### config.mk
export PLATFORM = sky130hd
export DESIGN_NAME = frame_deser
export DESIGN_NICKNAME = d
export VERILOG_FILES = /design/src/rtl/frame_deser.sv
export SDC_FILE = /design/constraint.sdc
export NUM_CORES = 1
export LEC_CHECK = 0
export ABC_AREA = 0
export CORE_MARGIN = 1.5
export CORE_UTILIZATION = 35
export CTS_CLUSTER_DIAMETER = 60
export CTS_CLUSTER_SIZE = 28
export DETAILED_ROUTE_END_ITERATION = 6
export PLACE_DENSITY = 0.58
export SYNTH_ARGS = -nofsm -noshare
export SYNTH_HDL_FRONTEND = slang
export SYNTH_SLANG_ARGS = --single-unit
### constraint.sdc
create_clock -name clk -period 5.9 [get_ports clk]
set_input_delay 0.885 -clock clk [delete_from_list [all_inputs] [get_ports clk]]
set_output_delay 0.885 -clock clk [all_outputs]
set_load 0.02 [all_outputs]
### src/rtl/frame_deser.sv
// frame_deser: frame synchroniser and deserialiser for the r_fsk bitstream.
// Hunts for SYNC_WORD, shifts in a DATA_W-bit payload MSB-first, presents it
// with a one-cycle data_valid pulse and re-checks the sync word between frames.
// Optional macro FRAME_PARITY_EN adds an even-parity bit after each payload
// and the parity_err output.
module frame_deser #(
  parameter int                DATA_W    = 16,
  parameter int                SYNC_W    = 8,
  parameter logic [SYNC_W-1:0] SYNC_WORD = 8'hA5
) (
  input  logic              clk,
  input  logic              rst,
  input  logic              bit_in,
  input  logic              bit_valid,
  output logic [DATA_W-1:0] data_out,
  output logic              data_valid,
  output logic              locked,
  output logic              sync_err
`ifdef FRAME_PARITY_EN
  ,
  output logic              parity_err
`endif
);

  localparam int BW = $clog2(DATA_W + 1);
  localparam int HW = $clog2(SYNC_W + 1);
  localparam logic [BW-1:0] BIT_LAST  = BW'(DATA_W - 1);
  localparam logic [HW-1:0] SYNC_LAST = HW'(SYNC_W - 1);
  localparam logic [HW-1:0] SYNC_FULL = HW'(SYNC_W);

  typedef enum logic [1:0] {HUNT, PAYLOAD, PARITY, SYNC_CHK} state_t;

  state_t              state_q;
  logic [SYNC_W-1:0]   sync_q;
  logic [HW-1:0]       hunt_cnt_q;   // hunt fill count, reused as sync-check bit index
  logic [BW-1:0]       bit_cnt_q;
  logic [DATA_W-1:0]   payload_q;
  logic [DATA_W-1:0]   data_out_q;
  logic                data_valid_q;
  logic                locked_q;
  logic                sync_err_q;
`ifdef FRAME_PARITY_EN
  logic                parity_err_q;
`endif

  logic [SYNC_W-1:0]   sync_d;
  logic [DATA_W-1:0]   payload_d;
  logic [SYNC_W-1:0]   sync_exp_d;
  logic                exp_bit_d;
  logic                hunt_match_d;

  // Shift candidates including the current bit, plus the expected sync bit.
  always_comb begin
    sync_d       = {sync_q[SYNC_W-2:0], bit_in};
    payload_d    = {payload_q[DATA_W-2:0], bit_in};
    sync_exp_d   = SYNC_WORD << hunt_cnt_q;
    exp_bit_d    = sync_exp_d[SYNC_W-1];
    hunt_match_d = (sync_d == SYNC_WORD) && (hunt_cnt_q >= SYNC_LAST);
  end

  // Frame FSM with registered outputs; pulses self-clear every cycle.
  always_ff @(posedge clk) begin
    if (rst) begin
      state_q      <= HUNT;
      sync_q       <= '0;
      hunt_cnt_q   <= '0;
      bit_cnt_q    <= '0;
      payload_q    <= '0;
      data_out_q   <= '0;
      data_valid_q <= 1'b0;
      locked_q     <= 1'b0;
      sync_err_q   <= 1'b0;
`ifdef FRAME_PARITY_EN
      parity_err_q <= 1'b0;
`endif
    end else begin
      data_valid_q <= 1'b0;
      sync_err_q   <= 1'b0;
`ifdef FRAME_PARITY_EN
      parity_err_q <= 1'b0;
`endif
      if (bit_valid) begin
        case (state_q)
          HUNT: begin
            sync_q <= sync_d;
            if (hunt_cnt_q != SYNC_FULL) hunt_cnt_q <= hunt_cnt_q + HW'(1);
            if (hunt_match_d) begin
              state_q   <= PAYLOAD;
              bit_cnt_q <= '0;
              locked_q  <= 1'b1;
            end
          end
          PAYLOAD: begin
            payload_q <= payload_d;
            bit_cnt_q <= bit_cnt_q + BW'(1);
            if (bit_cnt_q == BIT_LAST) begin
              hunt_cnt_q <= '0;
`ifdef FRAME_PARITY_EN
              state_q <= PARITY;
`else
              state_q      <= SYNC_CHK;
              data_out_q   <= payload_d;
              data_valid_q <= 1'b1;
`endif
            end
          end
`ifdef FRAME_PARITY_EN
          PARITY: begin
            // Even parity: payload XOR parity bit must be zero.
            if ((^payload_q ^ bit_in) == 1'b0) begin
              data_out_q   <= payload_q;
              data_valid_q <= 1'b1;
            end else begin
              parity_err_q <= 1'b1;
            end
            state_q    <= SYNC_CHK;
            hunt_cnt_q <= '0;
          end
`endif
          SYNC_CHK: begin
            if (bit_in != exp_bit_d) begin
              // The offending bit is dropped; hunting restarts from empty.
              state_q    <= HUNT;
              sync_err_q <= 1'b1;
              locked_q   <= 1'b0;
              hunt_cnt_q <= '0;
              sync_q     <= '0;
            end else if (hunt_cnt_q == SYNC_LAST) begin
              state_q   <= PAYLOAD;
              bit_cnt_q <= '0;
            end else begin
              hunt_cnt_q <= hunt_cnt_q + HW'(1);
            end
          end
          default: begin
            state_q  <= HUNT;
            locked_q <= 1'b0;
          end
        endcase
      end
    end
  end

  assign data_out   = data_out_q;
  assign data_valid = data_valid_q;
  assign locked     = locked_q;
  assign sync_err   = sync_err_q;
`ifdef FRAME_PARITY_EN
  assign parity_err = parity_err_q;
`endif

endmodule

---- Word-level counts from Yosys, hierarchy flattened ----
Index checks and enable logic that the tools add are counted.
word-level totals
  word-level logic and storage cells ...... 65
  output and inout port bits .............. 19
  register bits after elaboration ......... 52
operators by class
  add/sub/neg operators ................... 2
  bitwise operators ....................... 3
  magnitude comparators ................... 1
  shift operators ......................... 1
  reductions and logical operators ........ 13
  muxes and demuxes ....................... 21
  equality and inequality tests ........... 15
operator list
  operator                                              count
  two-way mux 4 bit                                     4
  two-way mux 5 bit                                     3
  case mux 5 bit (3 select lines)                       1
  case mux 7 bit (2 select lines)                       1
  != test 2 bit (second input constant)                 6
  case mux 4 bit (3 select lines)                       1
  AND reduction 5 bit                                   2
  equality test 8 bit (second input constant)           1
  two-way mux 2 bit                                     4
  AND reduction 4 bit                                   2
  left shift 8 x 4 -> 8 bit (first input constant)      1
  two-way mux 7 bit                                     1
  != test 3 bit (second input constant)                 2
  case mux 2 bit (3 select lines)                       1
  AND reduction 3 bit                                   2
  OR reduction 3 bit                                    2
  adder 5 x 1 -> 5 bit (second input constant)          1
  equality test 5 x 4 -> 1 bit (second input constant)  1
  adder 4 x 1 -> 4 bit (second input constant)          1
  equality test 4 x 3 -> 1 bit (second input constant)  1
  >= comparator 4 x 3 -> 1 bit (second input constant)  1
  two-way mux 1 bit                                     4
  != test 4 bit (second input constant)                 1
  NOT 1 bit                                             3
  other kinds (9)                                       9

---- Depth between registers and ports, before layout ----
Gate-level depths: netlist of the first run.
  depth after elaboration ................. 4
  gate-level depth with buffers ........... 8
  depth with buffers taken out ............ 7

---- Least setup slack after synthesis of the first run ----
Ideal clock, no wire load.
  path kind ............................... input-to-reg
  start point ............................. in bit_in
  end point ............................... reg hunt_cnt_q[2]
  library setup time ...................... 0.129 ns
  path buffers ............................ 1
  data required time ...................... 5.771 ns
  arrival time ............................ 2.021 ns
  setup slack ............................. 3.750 ns
  cell stages on the path ................. 5
  path through ............................ buf_2 > nor4_2 > nor2_1 > a221oi_1 > o32ai_1
between the ends
  word-level cells in the longest chain between the ends .. 3
RTL lines
  what                                                                                     RTL line  RTL
  from (decl)                                                                              13        input logic bit_in,
  != test 1 bit *                                                                          121       if (bit_in != exp_bit_d) begin
  != test 3 bit (no source line) or two-way mux 4 bit (tied branches)                      n/a
  AND reduction 5 bit (no source line) or case mux 4 bit (3 select lines) (tied branches)  n/a
  to (signal assigned)                                                                     86        if (hunt_cnt_q != SYNC_FULL) hunt_cnt_q <= hunt_cnt_q + HW'(1);
  to (signal assigned)                                                                     132       hunt_cnt_q <= hunt_cnt_q + HW'(1);
  to (decl)                                                                                35        logic [HW-1:0] hunt_cnt_q;
Mark *: on every way between the ends. The rest lies on a longest branch, timed or not.
A chain may end at the register's enable or synchronous reset.

---- Worst setup path in the final report of the first run ----
  start point ............................. in bit_valid
  end point ............................... reg data_out_q[14], in the netlist data_out[14]
between the ends
  word-level cells in the longest chain between the ends .. 1
RTL lines
  what                                  RTL line  RTL
  from (decl)                           14        input logic bit_valid,
  AND reduction 3 bit (no source line)  n/a
  to (signal assigned)                  102       data_out_q <= payload_d;
  to (decl)                             38        logic [DATA_W-1:0] data_out_q;
Every way passes these cells.

==> flow_metrics.py, run 1 <==
metrics = {
    "cts": {
        "cts_hold_buf": 0,
        "htreeDepth": 2,
        "clock_sinks": 52,
        "clk_latency_ns": 0.31,
        "cts_resized": 0,
        "cts-root-buf": "clkbuf_8",
        "max-clock-path-buffers": 2,
        "clk_transition_reported_paths_ns": 0.09,
        "postCtsSetupBuffers": 0,
        "cts_tree": "yes",
        "cts_inserted_buffers": 5,
    },
    "critical_path": {
        "slowest_delay_ns": 0.67,
        "r2r-start": "state_q[0]$_SDFFE_PP0P_",
        "r2r-end": "data_out[14]$_SDFFE_PP0P_",
        "cp_cell_sequence": "clkdlybuf4s50_1, inv_1, nor2_2, nand2_1, nand2_1, a21oi_1",
        "reg2reg_setup_slack_ns": 3.49,
        "ff2ff_path_depth": 5,
        "start_kind": "input port",
        "critPathSlowestCell": "clkdlybuf4s50_1",
        "worst_ep_required_time_ns": 6.06,
        "cp.arrival_ns": 3.06,
        "path_common_cell": "nand2_1",
        "critPathMaxFanout": 17,
        "endpoint_kind": "register",
        "crit_type": "in2reg",
    },
    "grt": {
        "grt_first_pass_wirelength_um": 7983,
        "antenna_found_initial": 0,
        "grt_max_degree": 29,
        "track_usage_pct": 13.94,
        "grt_pass1_vias": 1755,
        "grt_overflow": 0,
    },
    "timing": {
        "timing.hold.ws_ns": 0.4574,
        "clock.fmax_mhz": 344.5,
        "relSlewSlack_pct": 43.00,
        "setup_slack_ns": 2.997,
        "min_period_over_period_pct": 49.20,
        "finalHoldViolations": 0,
        "rsz0062_at_grt": "no",
        "setup_violations": 0,
        "min_period_ns": 2.903,
        "final-max-slew-violation-count": 0,
        "skew_ns": 0.01118,
        "tns_ns": 0,
        "worst_slew_pin_slew_ns": 0.8524,
    },
    "cells_and_area": {
        "area_growth_pct": 16.74,
        "diodes": 0,
        "utilization_pct": 43.29,
        "drive_above_1_share_pct": 7.143,
        "nNetsFinal": 302,
    },
    "drt": {
        "drt-initial-drc-count": 57,
        "wl_per_cell_um": 12.29,
        "wirelength_um": 4535,
        "drc": 0,
        "drtPass1Iterations": 4,
        "viasPerCell": 5.087,
        "vias": 1877,
        "ant_nets": 0,
    },
    "die": {
        "fp.dieW_um": 82.91,
        "ios": 23,
        "die_h_um": 82.91,
        "die_area_mm2": 0.006873,
        "start_util_pct": 37.08,
        "rows": 28,
        "core_mm2": 0.006026,
    },
    "logic_synthesis": {
        "synthCells": 278,
        "ys_seq_area_share_pct": 46.58,
        "ys_ff_latch": 52,
        "synth_fp_nets": 287,
        "yosys_warnings": 0,
        "syn-cell-area_mm2": 0.002235,
        "synth_cell_type_count": 44,
        "syn_area_per_cell_um2": 8.038,
    },
    "placement": {
        "numPortBuffers": 22,
        "preCtsSetupSlack_ns": 2.684,
        "gp_congestion": 0.7764,
        "place_hpwl_um": 3126,
    },
    "pwr": {
        "power.leakage_uw": 0.0008512,
        "powerDensity_mw_per_mm2": 244.9,
        "max-vdd-ir-drop_v": 0.0001338,
    },
    "hold_path": {
        "min_to": "data_out[13]$_SDFFE_PP0P_",
        "worstHoldStart": "data_out[13]$_SDFFE_PP0P_",
        "whs_path_depth": 2,
        "worstHoldPathType": "reg2reg",
    },
    "run": {
        "maxCapViolations": 0,
    },
    "status": {
        "run_status": "finished clean",
    },
}
stage by stage:
stage / cell area [um2] / instances / total power [uW]
2_1_floorplan: 2235 / 278 / 387.2
3_3_place_gp: 2494 / 361 / 395.4
3_5_place_dp: 2494 / 361 / 395.7
4_1_cts: 2609 / 369 / 646.2
5_1_grt: 2609 / 369 / 664.3
6_report: 2609 / 369 / 638.8
synthesized netlist by cell type:
cell	count	share of area, %
clkbuf_1	10	1.7
nor3_2	1	0.45
nand4_1	3	0.84
xor2_1	1	0.39
o32ai_1	3	1.2
a22oi_1	1	0.34
o22ai_1	5	1.4
o21ai_0	8	1.8
a21oi_2	1	0.39
nor2b_1	2	0.56
and4bb_2	1	0.56
nand2b_1	3	0.84
a21o_2	1	0.39
inv_1	18	3.0
nand3_2	1	0.45
dfxtp_1	52	47
ha_1	5	2.8
o21ba_2	1	0.45
nor2b_2	1	0.39
a41oi_1	1	0.39
and3_1	2	0.56
a31oi_1	1	0.28
o31a_1	2	0.78
nor2_2	1	0.28
a211oi_1	1	0.34
nor2_1	14	2.4
a21oi_1	41	9.2
a221oi_1	1	0.39
nand3_1	4	0.90
o41ai_1	2	0.78
mux2i_1	1	0.45
or4_4	1	0.50
nor4_1	2	0.56
o31ai_1	2	0.67
nor4_2	1	0.56
o31ai_4	1	0.95
nor3_1	3	0.67
nand2_1	67	11
or3_2	1	0.34
buf_2	5	1.1
a311oi_1	1	0.39
o21bai_1	1	0.34
nor4bb_1	1	0.45
nand3b_1	3	1.0
sequential cells by signal, indices dropped and copies added (netlist names):
register and cells:
data_valid 1, data_out 16, state_q 2, sync_err 1, bit_cnt_q 5, hunt_cnt_q 4, sync_q 7, locked 1
payload_q 15
worst max path at each step:
stage | endpoint | from | slack (ns) | depth (start not counted)
2_1_floorplan | hunt_cnt_q[2]$_SDFFE_PP0P_ | bit_in | 3.75 | 5
3_3_place_gp | data_out[15]$_SDFFE_PP0P_ | bit_valid | 2.74 | 6
3_5_place_dp | data_out[2]$_SDFFE_PP0P_ | bit_valid | 2.68 | 6
4_1_cts | data_out[14]$_SDFFE_PP0P_ | bit_valid | 3.01 | 6
5_1_grt | data_out[15]$_SDFFE_PP0P_ | bit_valid | 2.76 | 6
6_report | data_out[14]$_SDFFE_PP0P_ | bit_valid | 3.00 | 6
kinds of logic after synthesis:
kind of cell,Yosys count,synth area share [%]
and+or+nand+nor,112,23.52
AOI/OAI and AO/OA,74,20.44
DFF,52,46.58
buffers and inverters,33,5.823
adders and majority gates,5,2.800
xor gates and xnor gates,1,0.3920
muxes,1,0.4479
cell usage in the layout (no fill, tap or decap), types with 4 or more instances in the layout:
cell	netlist	layout
nand2_1	67	67
o22ai_1	5	5
clkbuf_8	0	5
nor2_1	14	14
nand3_1	4	4
a21oi_1	41	41
dfxtp_1	52	52
ha_1	5	5
inv_1	18	18
o21ai_0	8	8
clkdlybuf4s50_1	0	22
power by group:
part | switching (uW) | internal, uW
registers | 2.43 | 353
clock network | 123 | 128
logic | 22.1 | 10.5
total | 148 | 491
critical path, delay by kind of cell:
family / cells / cell delay [ns]
compound gates: 1 / 0.07
buf+inv: 2 / 0.83
simple gates: 3 / 1.26
cell type report:
class	instances	area (um2)
Clock inverter	3	46.29
Inverter	18	67.56
Tap cell	75	93.84
Clock buffer	5	68.82
Fill cell	629	3417
Timing Repair Buffer	23	227.7
Multi-Input combinational cell	193	1064
Sequential cell	52	1041
metal layers:
layer  track usage [%]  share of wire [%]  vias up
met2             22.10                 44       31
met1             18.59                 50      859
met5                 0                  0        -
met3             2.485                3.6        9
met4             6.061                2.1        0
li1                  -                  -      978
(Power assumes the default switching activity.)
==> inputs of run 2 (changes only) <==
Clock period 5.9 ns to 3 ns, I/O delays scaled along.
==> run 2 against run 1 <==
  * Design area shrank 0.62%
  * Wire length grew 1.3%
  * Clock-buffer cell count is the same
  * Clock skew shrank 0.0027 ns
  * Sequential share of layout area grew 0.25 points
  * Worst setup slack lost 2.1 ns
  * Cell count grew 0.27%
  * Via count grew 0.11%
  * Global-route usage grew 0.28 points
  * Power grew 84%
  * Flip-flop and latch count is the same
  * Sequential power grew 97%
  * Critical path type is now reg2reg
  * Largest cell class unchanged
==> flow_metrics.py, run 2 (synthesis gave the netlist of run 1 again) <==
metrics = {
    "critical_path": {
        "ff2ff_path_depth": 7,
        "endpoint_kind": "register",
        "cp_cell_sequence": "inv_1, ha_1, nor3_2, o31a_1, o21ai_0, a21oi_2, o22ai_1",
        "cp.arrival_ns": 2.34,
        "reg2reg_setup_slack_ns": 0.85,
        "crit_type": "reg2reg",
        "r2r-end": "sync_q[6]$_SDFFE_PP0P_",
        "r2r-start": "hunt_cnt_q[0]$_SDFFE_PP0P_",
        "start_kind": "register",
        "worst_ep_required_time_ns": 3.19,
        "slowest_delay_ns": 0.46,
        "crit_start": "hunt_cnt_q[0]$_SDFFE_PP0P_",
        "critPathMaxFanout": 6,
        "critPathSlowestCell": "dfxtp_1",
    },
    "cts": {
        "clk_transition_reported_paths_ns": 0.10,
        "cts_tree": "yes",
        "postCtsSetupBuffers": 0,
        "cts_hold_buf": 0,
        "cts_inserted_buffers": 5,
        "clk_latency_ns": 0.31,
        "max-clock-path-buffers": 2,
        "htreeDepth": 2,
        "clock_sinks": 52,
        "cts_resized": 0,
        "cts-root-buf": "clkbuf_8",
    },
    "cells_and_area": {
        "area_growth_pct": 16.01,
        "nFillCells": 648,
        "drive_above_1_share_pct": 7.458,
        "final_cells": 370,
        "final_cell_mix": "nand2_1 (67), dfxtp_1 (52), a21oi_1 (41)",
        "diodes": 0,
        "final_common_cell": "nand2_1",
        "nNetsFinal": 303,
        "largest_register_ffs": 16,
    },
    "die": {
        "start_util_pct": 37.08,
        "ios": 23,
        "fp.dieW_um": 82.91,
        "core_mm2": 0.006026,
        "rows": 28,
        "die_h_um": 82.91,
        "die_area_mm2": 0.006873,
    },
    "run": {
        "maxCapViolations": 0,
    },
    "drt": {
        "viasPerCell": 5.078,
        "drtPass1Iterations": 4,
        "ant_nets": 0,
        "drt-initial-drc-count": 124,
        "vias": 1879,
        "wl_per_cell_um": 12.41,
        "wirelength_um": 4593,
        "drc": 0,
    },
    "grt": {
        "grt_pass1_vias": 1769,
        "grt_overflow": 0,
        "track_usage_pct": 14.22,
        "grt_max_degree": 41,
        "antenna_found_initial": 0,
        "grt_first_pass_wirelength_um": 8155,
    },
    "timing": {
        "tns_ns": 0,
        "rsz0062_at_grt": "no",
        "worst_slew_pin_slew_ns": 0.6432,
        "skew_ns": 0.008518,
        "min_period_ns": 2.153,
        "finalHoldViolations": 0,
        "min_period_over_period_pct": 71.76,
        "clock.fmax_mhz": 464.5,
        "relSlewSlack_pct": 57.12,
        "final-max-slew-violation-count": 0,
        "setup_violations": 0,
    },
    "pwr": {
        "max-vdd-ir-drop_v": 0.0001883,
        "powerDensity_mw_per_mm2": 453.7,
        "power.leakage_uw": 0.0008504,
    },
    "hold_path": {
        "worstHoldStart": "data_out[9]$_SDFFE_PP0P_",
        "min_to": "data_out[9]$_SDFFE_PP0P_",
        "whs_path_depth": 2,
        "worstHoldPathType": "reg2reg",
    },
    "placement": {
        "dp_cells": 362,
        "gp_congestion": 0.8795,
        "place_hpwl_um": 3144,
        "numPortBuffers": 22,
    },
    "status": {
        "run_status": "finished clean",
    },
}
## run 2: layout make-up
| cell class | instances | area, um2 | area share (%) |
|---|---|---|---|
| multi-input cells | 193 | 1064 | 41.02 |
| flip-flops and latches | 52 | 1041 | 40.15 |
| repair buffers | 24 | 235.2 | 9.073 |
| well taps | 75 | 93.84 | 3.620 |
| clock buffers | 5 | 68.82 | 2.654 |
| inverters | 18 | 67.56 | 2.606 |
| clock inverters | 3 | 22.52 | 0.8687 |
## run 2: metrics by stage
step	power [uW]	util, %	setup WS [ns]	hold WS, ns	cell area [um2]
after floorplan	761.4	-	1.133	0.4245	2235
after global placement	776.5	41.51	0.6978	0.4426	2501
after detailed placement	777.7	41.51	0.6583	0.4472	2501
after CTS	1190	43.02	0.8553	0.4619	2592
after global routing	1229	43.02	0.6749	0.4781	2592
final	1176	43.02	0.8472	0.4577	2592
## run 2: where the power goes
group	switching [uW]	total, uW	internal [uW]
clock	247	415	168
combinational	42.2	62.7	20.5
sequential	4.50	699	694
## run 2: critical path: cells and delay by family, from the launching register on
| family | cells | cell delay, ns |
|---|---|---|
| adders and majority gates | 1 | 0.23 |
| AOI/OAI and AO/OA | 4 | 0.89 |
| DFF | 1 | 0.46 |
| buffers and inverters | 1 | 0.15 |
| and+or+nand+nor | 1 | 0.29 |
## run 2: worst max path at each step
stage / cells past startpoint / slack [ns] / end
final: 7 / 0.85 / sync_q[6]$_SDFFE_PP0P_
after global routing: 7 / 0.67 / sync_q[5]$_SDFFE_PP0P_
after CTS: 7 / 0.86 / sync_q[5]$_SDFFE_PP0P_
after detailed placement: 5 / 0.66 / sync_q[5]$_SDFFE_PP0P_
after global placement: 5 / 0.70 / bit_cnt_q[4]$_SDFFE_PP0P_
after floorplan: 7 / 1.13 / hunt_cnt_q[3]$_SDFFE_PP0P_
## run 2: metal layers
layer | up-vias | global-route usage [%] | wire [um]
li1 | 978 | - | -
met1 | 871 | 19.22 | 2308
met2 | 26 | 22.62 | 2122
met3 | 4 | 2.783 | 104
met4 | 0 | 5.000 | 56
met5 | - | 0 | 0
==> inputs of run 3 (changes only) <==
Settings changed: PLACE_DENSITY 0.58 to 0.6.
Clock period 3 ns to 1.8 ns, I/O delays scaled along.
==> run 3 against run 2 <==
  * Global-route usage rose by 0.34 points
  * Clock-buffer cell count rose by 1
  * Maximum frequency increased by 22%
  * First-iteration DRC count is 44% lower
  * Flip-flop and latch count is the same
  * Via count rose by 3.9%
  * Combinational power rose to 2.9 times the previous value
  * Clock skew is 0.0033 ns lower
  * Cell count up 7.0%
==> flow_metrics.py, run 3 (synthesis gave the netlist of run 1 again) <==
metrics = {
    "status": {
        "run_status": "finished clean",
    },
    "placement": {
        "place_hpwl_um": 3437,
        "gp_congestion": 0.8337,
        "numPortBuffers": 22,
        "preCtsSetupSlack_ns": -0.1862,
        "placed_cell_area_mm2": 0.002695,
    },
    "cells_and_area": {
        "final_cell_mix": "nand2_1 (67), dfxtp_1 (50), a21oi_1 (40)",
        "largest_register_ffs": 16,
        "final_cell_area_mm2": 0.002933,
        "nFillCells": 630,
        "nNetsFinal": 329,
        "final_common_cell": "nand2_1",
        "drive_above_1_share_pct": 19.94,
        "area_growth_pct": 31.24,
        "diodes": 0,
    },
    "critical_path": {
        "r2r-start": "hunt_cnt_q[1]$_SDFFE_PP0P_",
        "ff2ff_path_depth": 7,
        "crit_start": "hunt_cnt_q[1]$_SDFFE_PP0P_",
        "crit_end": "hunt_cnt_q[3]$_SDFFE_PP0P_",
        "crit_buf_inv": 1,
        "reg2reg_setup_slack_ns": 0.03,
        "endpoint_kind": "register",
        "cpLargestDelayFamily": "simple AND/OR/NAND/NOR gates",
        "crit_type": "reg2reg",
        "critPathMaxFanout": 4,
        "worst_ep_required_time_ns": 2.00,
        "cp_cell_sequence": "inv_4, ha_4, nor3_4, nor4_4, or4_4, nand4_1, a21oi_1",
        "critPathSlowestCell": "or4_4",
        "r2r-end": "hunt_cnt_q[3]$_SDFFE_PP0P_",
        "cp.arrival_ns": 1.97,
        "slowest_delay_ns": 0.56,
        "start_kind": "register",
        "cp.depth": 7,
    },
    "drt": {
        "viasPerCell": 4.932,
        "drtPass1Iterations": 4,
        "ant_nets": 0,
        "drc": 0,
        "wirelength_um": 4848,
        "drt-initial-drc-count": 69,
        "wl_per_cell_um": 12.24,
        "vias": 1953,
    },
    "die": {
        "die_area_mm2": 0.006873,
        "ios": 23,
        "die_h_um": 82.91,
        "start_util_pct": 37.08,
        "rows": 28,
        "fp.dieW_um": 82.91,
        "core_mm2": 0.006026,
    },
    "timing": {
        "min_period_over_period_pct": 98.30,
        "clock.fmax_mhz": 565.2,
        "relSlewSlack_pct": 74.27,
        "skew_ns": 0.005254,
        "setup_slack_ns": 0.03067,
        "rsz0062_at_grt": "yes",
        "setup_violations": 0,
        "final-max-slew-violation-count": 0,
        "worst_slew_pin_slew_ns": 0.3830,
        "min_period_ns": 1.769,
        "finalHoldViolations": 0,
    },
    "grt": {
        "grt_overflow": 0,
        "grt_max_degree": 40,
        "grt_first_pass_wirelength_um": 8383,
        "grt_pass1_vias": 1810,
        "antenna_found_initial": 0,
        "track_usage_pct": 14.56,
    },
    "pwr": {
        "power_frac_seq_pct": 53.3,
        "switchingPower_uw": 489.3,
        "clkPwrFrac_pct": 38.4,
        "power.leakage_uw": 0.001012,
        "max-vdd-ir-drop_v": 0.0003746,
        "p_int_uw": 1696,
        "share_comb_of_total_power_pct": 8.4,
        "switching_share_pct": 22.39,
        "powerDensity_mw_per_mm2": 745.0,
    },
    "run": {
        "maxCapViolations": 0,
    },
    "cts": {
        "cts_inserted_buffers": 5,
        "cts-root-buf": "clkbuf_8",
        "max-clock-path-buffers": 2,
        "clock_sinks": 52,
        "cts_tree": "yes",
        "clk_transition_reported_paths_ns": 0.09,
        "clk_latency_ns": 0.30,
        "cts_hold_buf": 0,
        "htreeDepth": 2,
    },
    "hold_path": {
        "worstHoldPathType": "reg2reg",
        "worstHoldStart": "data_out[3]$_SDFFE_PP0P_",
    },
}
[run 3: per-stage QoR]
step	TNS (ns)	instances	hold slack [ns]	util (%)	power, uW
3_5_place_dp	-2.248	386	0.4468	44.73	1337
3_3_place_gp	-1.830	386	0.4397	44.73	1336
4_1_cts	-0.01460	394	0.4602	47.07	2187
5_1_grt	-0.2506	396	0.4760	48.67	2272
2_1_floorplan	0	278	0.4245	-	1270
6_report	0	396	0.4573	48.67	2185
[run 3: worst min-delay path by stage]
stage	endpoint	slack (ns)	depth (start not counted)
2_1_floorplan	sync_q[6]$_SDFFE_PP0P_	0.42	2
3_3_place_gp	sync_q[6]$_SDFFE_PP0P_	0.44	2
3_5_place_dp	data_out[5]$_SDFFE_PP0P_	0.45	2
4_1_cts	data_out[5]$_SDFFE_PP0P_	0.46	2
5_1_grt	data_out[5]$_SDFFE_PP0P_	0.48	2
6_report	data_out[3]$_SDFFE_PP0P_	0.46	2
[run 3: routing by layer]
metal | wire length (um) | GRT usage, %
met4 | 70 | 5.000
met2 | 2155 | 22.39
met3 | 111 | 2.386
met5 | 0 | 0
met1 | 2511 | 20.67
[run 3: final cells by class]
cell class | instances | area, um2 | area share [%]
clock buffer | 6 | 82.58 | 2.816
clock inverter | 2 | 38.79 | 1.323
inverter | 18 | 70.07 | 2.389
multi-input combinational | 193 | 1159 | 39.51
sequential | 52 | 1046 | 35.67
tap | 75 | 93.84 | 3.200
timing repair buffer | 50 | 442.9 | 15.10
[run 3: what timing repair did]
action,CTS,global route
gates cloned,0,0
pin swaps,9,15
gates resized for setup,6,19
endpoints found under the setup margin,12,18
setup buffers,0,2
[run 3: power groups by stage]
| stage | sequential (uW) | clock (uW) | combinational [uW] |
|---|---|---|---|
| 6_report | 1160 | 839 | 183 |
| 5_1_grt | 1170 | 907 | 200 |
| 4_1_cts | 1160 | 866 | 159 |
| 3_5_place_dp | 1190 | 0 | 149 |
| 3_3_place_gp | 1190 | 0 | 147 |
| 2_1_floorplan | 1190 | 0 | 80.7 |
[run 3: worst min-delay path, delay by kind of cell (launching register included)]
| family | cells | cell delay (ns) |
|---|---|---|
| and+or+nand+nor | 1 | 0.05 |
| DFF | 1 | 0.32 |
| AOI/OAI and AO/OA | 1 | 0.05 |
